==> config.mk <==
export PLATFORM = sky130hd
export DESIGN_NAME = uart_cap_scheduler
export DESIGN_NICKNAME = d
export VERILOG_FILES = /design/src/rtl/uart_cap_scheduler.sv
export SDC_FILE = /design/constraint.sdc
export NUM_CORES = 1
export LEC_CHECK = 0
export BUFFER_PORTS_ARGS = -buffer_cell sky130_fd_sc_hd__buf_4
export CAP_MARGIN = 20
export CORE_MARGIN = 2
export CORE_UTILIZATION = 30
export DETAILED_ROUTE_END_ITERATION = 8
export SYNTH_ARGS = -nofsm -noshare
export SYNTH_HDL_FRONTEND = slang
export SYNTH_SLANG_ARGS = --single-unit
==> constraint.sdc <==
create_clock -name clk -period 2.25 [get_ports clk]
set_input_delay 0.45 -clock clk [delete_from_list [all_inputs] [get_ports clk]]
set_output_delay 0.45 -clock clk [all_outputs]
set_load 0.01 [all_outputs]
==> src/rtl/uart_cap_scheduler.sv <==
// uart_cap_scheduler: reads bytes from the RX FIFO, upper-cases ASCII
// letters, optionally follows each CR with an LF, and hands every byte to the
// UART transmitter over a valid/ready handshake. It also counts the bytes the
// transmitter has accepted.
module uart_cap_scheduler #(
  parameter int EXPAND_CR = 1,
  parameter int CNT_W     = 16
) (
  input  logic             clk,
  input  logic             rst_n,
  input  logic             en,
  input  logic             fifo_empty,
  output logic             fifo_rd_en,
  input  logic [7:0]       fifo_rd_data,
  output logic [7:0]       tx_data,
  output logic             tx_valid,
  input  logic             tx_ready,
  output logic [CNT_W-1:0] byte_count,
  output logic             busy
);

  typedef enum logic [2:0] {
    IDLE    = 3'd0,
    FETCH   = 3'd1,
    LATCH   = 3'd2,
    SEND    = 3'd3,
    SEND_LF = 3'd4
  } state_t;

  localparam logic [7:0] CR = 8'h0D;
  localparam logic [7:0] LF = 8'h0A;

  state_t state;
  logic   handshake;

  // Only a-z (0x61..0x7A) move down by 0x20; every other byte passes through.
  function automatic logic [7:0] cap(input logic [7:0] b);
    if (b >= 8'h61 && b <= 8'h7A) begin
      return b - 8'h20;
    end
    return b;
  endfunction

  // The read strobe is decoded from FETCH, so it lasts exactly one cycle and
  // is only reachable after a non-empty FIFO was sampled.
  assign fifo_rd_en = (state == FETCH);
  assign busy       = (state != IDLE);
  assign handshake  = tx_valid & tx_ready;

  // Main sequencer: state, the byte held for TX, and the accepted-byte count.
  always_ff @(posedge clk or negedge rst_n) begin
    if (!rst_n) begin
      state      <= IDLE;
      tx_data    <= 8'h00;
      tx_valid   <= 1'b0;
      byte_count <= '0;
    end else begin
      case (state)
        IDLE: begin
          if (en && !fifo_empty) begin
            state <= FETCH;
          end
        end
        FETCH: begin
          // FIFO data appears next cycle; pick it up in LATCH.
          state <= LATCH;
        end
        LATCH: begin
          tx_data  <= cap(fifo_rd_data);
          tx_valid <= 1'b1;
          state    <= SEND;
        end
        SEND, SEND_LF: begin
          // tx_data/tx_valid hold until the transmitter takes the byte.
          if (handshake) begin
            byte_count <= byte_count + CNT_W'(1);
            if (state == SEND && EXPAND_CR != 0 && tx_data == CR) begin
              // Keep valid high and present the inserted LF right away.
              tx_data <= LF;
              state   <= SEND_LF;
            end else if (en && !fifo_empty) begin
              tx_valid <= 1'b0;
              state    <= FETCH;
            end else begin
              tx_valid <= 1'b0;
              state    <= IDLE;
            end
          end
        end
        default: begin
          tx_valid <= 1'b0;
          state    <= IDLE;
        end
      endcase
    end
  end

endmodule

==> metrics.yaml, run 1 <==
die:
  die_x_um: 72.5
  dieHeight_um: 72.5
  start_util: 0.316
  coreArea_sq_um: 4440
  io_pins: 40
  die_area_sq_um: 5250
  rows: 24
sta:
  finalHoldViolations: 0
  slew_violations: 0
  max_freq_ghz: 0.557
  fin_crit_sh: 0.798
  layout_setup_ws_ns: 0.455
  fin_tns_setup_ns: 0
  setup_viol: 0
  clock_skew_ns: 0.0112
  max_slew_margin: 0.701
  worst_slew_pin_slew_ns: 0.443
  rsz0062_at_grt: "false"
  post-route-min-period_ns: 1.79
global_route:
  antenna_found_initial: 0
  grt.met2_usage: 0.199
  grt_pass1_wl_um: 5040
  grtUsageMet3: 0.0153
  top_usage_layer: "met2"
  gr-usage-all-layers: 0.123
  grt-ovfl-total: 0
  grt_max_degree: 29
  grt_pass1_vias: 1079
  use_met1: 0.167
critical_path:
  r2r_start: "state[2]"
  crit_fanout: 10
  cp-startpoint: "state[1]"
  path_class: "register to primary output"
  cp.arrival_ns: 1.34
  cp-end-kind: "primary output"
  cp-start-kind: "register"
  r2r_cells: 4
  timing.rr.end: "byte_count[14]"
  required_ns: 1.80
  ff2ff_setup_slack_ns: 0.48
detailed_routing:
  detail-route-antenna-nets: 0
  drt_iter0_drc: 56
  num_vias: 1134
  viasPerCell: 4.93
  drt-total-wl_um: 3000
  firstDrtPassIters: 4
  drc: 0
  wire_per_inst_um: 13.0
clock_network:
  htreeDepth: 1
  cts_buffers: 3
  cts.sinks: 28
  holdBufCountCts: 0
  cts_setup_buffers: 0
  cts_tree: "yes"
  clkTransAtPathRegs_ns: 0.10
  cts_buffer_depth: 2
  cts-root-buf: "clkbuf_8"
  clock_latency_ns: 0.28
  cts_resized: 0
yosys:
  avgSynthCellArea_sq_um: 10.2
  yosysWarnings: 0
  synth_compound_area_frac: 0.110
  synthAdderAreaFrac: 0.0178
  synthMuxAreaShare: 0.00801
  netlist.area_leader.share: 0.498
  synth.net_count: 153
  yosys_register_bits: 28
  synth.cell_area_sq_um: 1410
  syn_inst: 138
  ys_seq_area_frac: 0.498
  yosysTopAreaCell: "dfrtp_1"
  synth-simple-area-share: 0.239
  netlist_top_cells_area: "dfrtp_1, xnor2_1, nand2_1"
  synth_xor_area_frac: 0.0996
  synth_top_family_by_area: "simple AND/OR/NAND/NOR gates"
  synthDistinctLibCells: 36
placed_design:
  place_ws_ns: 0.472
  dp_hpwl_um: 2310
  io_buffers: 39
  place_congestion: 0.834
  placed_cell_area_sq_um: 1750
final_layout:
  diodes: 0
  layout_commonest_cell: "buf_4"
  final_cell_area_sq_um: 1820
  nNetsFinal: 194
  area_delta_synth_final_pct: 29.2
  most-common-layout-cells: "buf_4, dfrtp_1, nand2_1"
  drive_gt1_frac: 0.270
  fin_util: 0.409
power_and_ir_drop:
  leakage_nw: 0.849
  p_total_mw: 2.03
  peakVddDrop_uv: 449
  power.density_nw_per_um2: 1120
min_path:
  min_path_type: "primary input to async pin"
job:
  drv_cap: 0
outcome:
  status: "finished, final reports clean"
## cell type report
class / count / area, sq um
Clock buffer: 3 / 41.3
Fill cell: 449 / 2630
Multi-Input combinational cell: 103 / 668
Sequential cell: 28 / 701
Inverter: 3 / 11.3
Clock inverter: 1 / 30.0
Timing Repair Buffer: 40 / 300
Tap cell: 52 / 65.1
## worst max-delay path, cell delays in order, from the launching register on
cell and delay [ns]:
dfrtp_1 0.42, buf_4 0.18, or3_1 0.33, buf_4 0.16
## cells in the mapped netlist
library cell	n
buf_4	1
buf_1	1
ha_1	2
o21ai_0	4
and3_1	4
nand2_1	19
nor4bb_1	1
nand3b_1	2
nand4_1	3
nand2b_1	1
xor2_1	2
a2111oi_4	1
clkbuf_1	1
or4_1	1
or3b_4	1
a21oi_1	8
xnor2_1	14
o31ai_1	2
a22o_1	3
nor4b_1	1
o22ai_1	1
mux2_2	1
and2_1	1
a31oi_1	1
buf_6	1
nor2_1	6
and4_1	4
nor2b_1	3
inv_1	3
nor3_1	1
nand3_1	11
dfrtp_1	28
nor3b_1	1
or3_1	2
a21oi_2	1
o21ai_1	1
## metal layers
| layer | vias to the layer above | share of wire |
|---|---|---|
| li1 | 567 | - |
| met2 | 18 | 0.47 |
| met3 | 4 | 0.026 |
| met4 | 0 | 0.017 |
| met5 | - | 0 |
| met1 | 545 | 0.48 |
## per-stage QoR
stage          hold slack (ns)  cells
2_1_floorplan            0.154    138
3_3_place_gp             0.392    226
3_5_place_dp             0.395    226
4_1_cts                 0.0837    230
5_1_grt                 0.0949    230
6_report                0.0727    230
## report_power, final
group | total (mW) | switching (mW) | internal [mW]
registers | 0.822 | 0.174 | 0.648
clock network | 0.396 | 0.158 | 0.238
logic | 0.813 | 0.416 | 0.397
total | 2.03 | 0.747 | 1.28
## how the worst max path moves through the flow
stage          slack (ns)              to  cells after the start
2_1_floorplan        0.56  byte_count[13]                      5
3_3_place_gp         0.49  byte_count[13]                      4
6_report             0.46            busy                      3
4_1_cts              0.45            busy                      3
5_1_grt              0.33  byte_count[14]                      4
3_5_place_dp         0.47  byte_count[13]                      4
## cell families after synthesis
group | after synthesis
simple gates | 62
mux | 1
flops | 28
fa+ha+maj | 2
compound gates | 22
buf+inv | 7
xor+xnor | 16
## flip-flops by register name (all words and copies together) (netlist names)
name,count
tx_data,8
byte_count,16
state,3
tx_valid,1
Power figures use the tool's default switching activity.
==> run 2: changes to the inputs <==
==> constraint.sdc (replaced) <==
create_clock -name clk -period 1.5 [get_ports clk]
set_input_delay 0.3 -clock clk [delete_from_list [all_inputs] [get_ports clk]]
set_output_delay 0.3 -clock clk [all_outputs]
set_load 0.01 [all_outputs]
==> metrics.yaml, run 2 (same netlist as run 1, synthesis figures left out) <==
outcome:
  status: "finished, violations left"
  violations: "negative setup slack"
critical_path:
  path_class: "register to register"
  crit_family: "simple AND/OR/NAND/NOR gates"
  crit_buf_inv: 2  # unchanged
  crit_fanout: 4  # -6
  required_ns: 1.65  # -0.15 ns
  r2r_start: "state[1]"
  cp_slowest_stage_delay_ns: 0.42  # about the same
  cp-end-kind: "register"
  r2r_cells: 6  # +2
  timing.rr.end: "state[0]"
  crit_path_top_delay_cell: "or3b_4"
  cp.arrival_ns: 1.86  # +0.52 ns
  cp-start-kind: "register"
  cp_cell_sequence: "or3b_4 > buf_4 > buf_6 > a22o_4 > a31oi_1 > nand3_1"
  ff2ff_setup_slack_ns: -0.21  # -0.69 ns
clock_network:
  cts_buffer_depth: 2  # unchanged
  clock_latency_ns: 0.28  # about the same
  clkTransAtPathRegs_ns: 0.11  # about the same
  cts-root-buf: "clkbuf_8"
  cts_tree: "yes"
  htreeDepth: 1  # unchanged
  cts.sinks: 28  # unchanged
  cts_buffers: 3  # unchanged
placed_design:
  dp.cells: 245  # +8.4%
  dp_hpwl_um: 2370  # +2.7%
  place_congestion: 0.764  # -8.4%
  io_buffers: 39  # unchanged
sta:
  slew_violations: 0  # unchanged
  layout_setup_ws_ns: -0.214  # -0.669 ns
  max_freq_ghz: 0.584
  finalHoldViolations: 0  # unchanged
  max_slew_margin: 0.747  # +0.0462
  fin_tns_setup_ns: -2.15  # -2.15 ns
  setup_viol: 22  # +22
  worst_slew_pin_slew_ns: 0.380  # -0.0630 ns
  clock_skew_ns: 0.0129  # +0.00171 ns
  fin_crit_sh: 1.14
  post-route-min-period_ns: 1.71
  rsz0062_at_grt: "true"
die:
  rows: 24  # unchanged
  coreArea_sq_um: 4440  # unchanged
  io_pins: 40  # unchanged
  die_area_sq_um: 5250  # unchanged
  dieHeight_um: 72.5  # unchanged
  start_util: 0.316  # unchanged
  die_x_um: 72.5  # unchanged
global_route:
  grt_pass1_vias: 1197  # +11%
  grt_pass1_wl_um: 5510  # +9.2%
  grt_max_degree: 29  # unchanged
  gr-usage-all-layers: 0.134  # +0.0116
  top_usage_layer: "met2"
  grtUsageMet3: 0.0125  # -0.00278
  use_met1: 0.188  # +0.0209
  grt-ovfl-total: 0  # unchanged
  antenna_found_initial: 0  # unchanged
  grt.met2_usage: 0.214  # +0.0153
final_layout:
  stdcell_count: 262  # +14%
  layout_commonest_cell: "buf_4"
  regMostFlops: "byte_count"
  drive_gt1_frac: 0.448  # +0.178
  fin_util: 0.492  # +0.0833
  largest_reg_flops: 16  # unchanged
  largest_registers: "byte_count (16), tx_data (8), state (3)"
  nNetsFinal: 226  # +16%
  diodes: 0  # unchanged
  area_delta_synth_final_pct: 55.5
  most-common-layout-cells: "buf_4, dfrtp_1, nand2_1"
detailed_routing:
  detail-route-antenna-nets: 0  # unchanged
  wire_per_inst_um: 13.0  # -0.39%
  firstDrtPassIters: 4  # unchanged
  drt_iter0_drc: 67  # +20%
  drc: 0  # unchanged
  drt-total-wl_um: 3400  # +13%
  num_vias: 1272  # +12%
  viasPerCell: 4.85  # -1.5%
min_path:
  holdPathStages: 2
  min_to: "tx_data[0]"
  hp-start: "fifo_rd_data[0]"
  min_path_type: "primary input to register"
job:
  drv_cap: 0  # unchanged
power_and_ir_drop:
  peakVddDrop_uv: 643  # +43%
  leakage_nw: 1.04  # +23%
  power.density_nw_per_um2: 1770  # +58%
-- run 2: power breakdown --
part           leakage, nW  switching, mW  internal [mW]
Clock               0.0357          0.243          0.358
Sequential           0.362          0.227          0.972
Combinational        0.645          0.900           1.16
Total                 1.04           1.37           2.49
-- run 2: routing by layer --
metal  vias up  share of wire
met4         0          0.010
met2        25           0.49
met1       613           0.47
met3         2          0.028
li1        632              -
met5         -              0
-- run 2: how the worst max path moves through the flow --
| stage | start | end | cells after the start |
|---|---|---|---|
| global placement | state[0] | byte_count[13] | 4 |
| finish | state[1] | state[0] | 6 |
| CTS | state[1] | busy | 4 |
| floorplan | state[0] | byte_count[13] | 5 |
| detailed placement | state[0] | byte_count[13] | 4 |
| global route | state[0] | byte_count[13] | 4 |
-- run 2: final cells by class --
type / count / area, sq um
repair buffers: 72 / 577
inverters: 3 / 11.3
multi-input cells: 103 / 762
flip-flops and latches: 28 / 701
fillers: 414 / 2260
clock inverters: 1 / 30.0
well taps: 52 / 65.1
clock buffers: 3 / 41.3
-- run 2: metrics by stage --
| stage | hold WS (ns) | cell area (sq um) | power [mW] | setup WS, ns |
|---|---|---|---|---|
| after CTS | 0.265 | 2070 | 3.55 | -0.200 |
| final | 0.273 | 2190 | 3.86 | -0.214 |
| after global routing | 0.277 | 2190 | 4.14 | -0.267 |
| after detailed placement | 0.242 | 1890 | 2.71 | -0.139 |
| after floorplan | 0.00441 | 1410 | 1.98 | -0.190 |
| after global placement | 0.243 | 1890 | 2.69 | -0.141 |
-- run 2: repair_timing --
item,CTS,global route
buffers inserted,4,8
endpoints found under the hold margin,28,0
resized for setup,14,17
endpoints found under the setup margin,13,23
pin swaps,11,6
hold buffers,1,0
==> run 3: changes to the inputs <==
==> constraint.sdc (replaced) <==
create_clock -name clk -period 2 [get_ports clk]
set_input_delay 0.4 -clock clk [delete_from_list [all_inputs] [get_ports clk]]
set_output_delay 0.4 -clock clk [all_outputs]
set_load 0.01 [all_outputs]
==> metrics.yaml, run 3 (same netlist as run 1, synthesis figures left out) <==
power_and_ir_drop:
  power.density_nw_per_um2: 1260  # -29%
  leakage_nw: 0.854  # -18%
  peakVddDrop_uv: 363  # -44%
sta:
  worst_slew_pin_slew_ns: 0.437  # +0.0576 ns
  setup_viol: 0  # -100%
  fin_crit_sh: 0.885  # -0.257
  slew_violations: 0  # unchanged
  post-route-min-period_ns: 1.77  # +0.0572 ns
  fin_tns_setup_ns: 0  # +2.15 ns
  rsz0062_at_grt: "false"
  max_freq_ghz: 0.565  # -3.2%
  layout_setup_ws_ns: 0.229  # +0.443 ns
  max_slew_margin: 0.704  # -0.0425
  clock_skew_ns: 0.00505  # -0.00787 ns
  finalHoldViolations: 0  # unchanged
global_route:
  grt_pass1_wl_um: 5190  # -5.8%
  grt_pass1_vias: 1098  # -8.3%
  grt_max_degree: 29  # unchanged
  grt.met2_usage: 0.199  # -0.0153
  grtUsageMet3: 0.00833  # -0.00417
  use_met1: 0.179  # -0.00926
  top_usage_layer: "met2"
  antenna_found_initial: 0  # unchanged
  grt-ovfl-total: 0  # unchanged
  gr-usage-all-layers: 0.123  # -0.0118
final_layout:
  regMostFlops: "byte_count"
  nNetsFinal: 195  # -14%
  drive_gt1_frac: 0.274  # -0.174
  layout_commonest_cell: "buf_4"
  n_fill_cell: 428  # +3.4%
  register_area_sq_um: 701  # unchanged
  multiInputGateArea_sq_um: 668  # -12%
  largest_registers: "byte_count (16), tx_data (8), state (3)"
  diodes: 0  # unchanged
  largest_reg_flops: 16  # unchanged
  area_delta_synth_final_pct: 29.7
  most-common-layout-cells: "buf_4, dfrtp_1, nand2_1"
clock_network:
  cts.sinks: 28  # unchanged
  clkTransAtPathRegs_ns: 0.10  # about the same
  clock_latency_ns: 0.27  # about the same
  cts_resized: 0  # -14
  cts_buffers: 3  # unchanged
  htreeDepth: 1  # unchanged
  cts_buffer_depth: 2  # unchanged
  cts-root-buf: "clkbuf_8"
  cts_setup_buffers: 0  # -4
  holdBufCountCts: 0  # -1
  cts_tree: "yes"
detailed_routing:
  drt_iter0_drc: 61  # -9.0%
  drc: 0  # unchanged
  viasPerCell: 4.82  # -0.67%
  firstDrtPassIters: 4  # unchanged
  wire_per_inst_um: 12.9  # -0.57%
  drt-total-wl_um: 2980  # -12%
  detail-route-antenna-nets: 0  # unchanged
  num_vias: 1114  # -12%
die:
  dieHeight_um: 72.5  # unchanged
  io_pins: 40  # unchanged
  coreArea_sq_um: 4440  # unchanged
  start_util: 0.316  # unchanged
  die_x_um: 72.5  # unchanged
  die_area_sq_um: 5250  # unchanged
  rows: 24  # unchanged
min_path:
  min_path_type: "primary input to async pin"
placed_design:
  io_buffers: 39  # unchanged
  dp_hpwl_um: 2250  # -5.4%
  place_ws_ns: 0.223  # +0.362 ns
  place_congestion: 0.778  # +1.8%
critical_path:
  path_class: "register to register"
  required_ns: 2.17  # +0.52 ns
  cp.arrival_ns: 1.94  # +0.08 ns
  cp-end-kind: "register"
  crit_fanout: 9  # +5
  cp-start-kind: "register"
  r2r_cells: 4  # -2
outcome:
  status: "finished, final reports clean"
job:
  drv_cap: 0  # unchanged
==> run 3: changes by cell type in the layout (fill, tap and decap cells not counted), moves of 2 or more <==
cell and change:
buf_6 -9, o21ai_0 +2, buf_4 -21, a21oi_2 -4
a21oi_1 +4
==> run 3: power breakdown <==
group | internal, mW | switching (mW) | leakage (nW)
Clock | 0.268 | 0.181 | 0.0357
Combinational | 0.461 | 0.475 | 0.456
Sequential | 0.729 | 0.182 | 0.362
==> run 3: per-layer routing <==
| metal | wire [um] | vias up |
|---|---|---|
| met5 | 0 | - |
| met4 | 27 | 0 |
| met3 | 61 | 2 |
| met2 | 1420 | 14 |
| met1 | 1480 | 522 |
| li1 | - | 576 |
==> run 3: critical path, cell delays in order, from the launching register on <==
cell and delay (ns):
dfrtp_1 0.48, or3b_4 0.47, a2111oi_4 0.41, nand4_1 0.16, xnor2_1 0.15
==> run 3: cell type report <==
class,instances,share of cell area
flip-flops and latches,28,0.384
multi-input cells,103,0.366
repair buffers,41,0.169
well taps,52,0.0357
clock buffers,3,0.0226
clock inverters,1,0.0165
inverters,3,0.00617
==> run 3: path summary, 6_finish.rpt <==
path	to	slack (ns)	start
worst max-delay path	byte_count[13]	0.23	state[0]
max in group asynchronous	state[0]	1.71	rst_n
worst min-delay path	tx_data[0]	0.03	rst_n
worst max register to register	byte_count[13]	0.23	state[0]
worst min register to register	byte_count[15]	0.48	byte_count[15]
min in group clk	tx_data[3]	0.34	fifo_rd_data[3]
==> run 3: per-stage QoR <==
stage | instance area (sq um) | instances | utilization | hold WS, ns | power (mW)
6_report | 1820 | 231 | 0.410 | 0.0276 | 2.30
5_1_grt | 1820 | 231 | 0.410 | 0.0543 | 2.47
4_1_cts | 1820 | 231 | 0.410 | 0.0377 | 2.32
3_5_place_dp | 1750 | 227 | 0.394 | 0.340 | 1.87
3_3_place_gp | 1750 | 227 | 0.394 | 0.345 | 1.86
2_1_floorplan | 1410 | 138 | - | 0.104 | 1.48
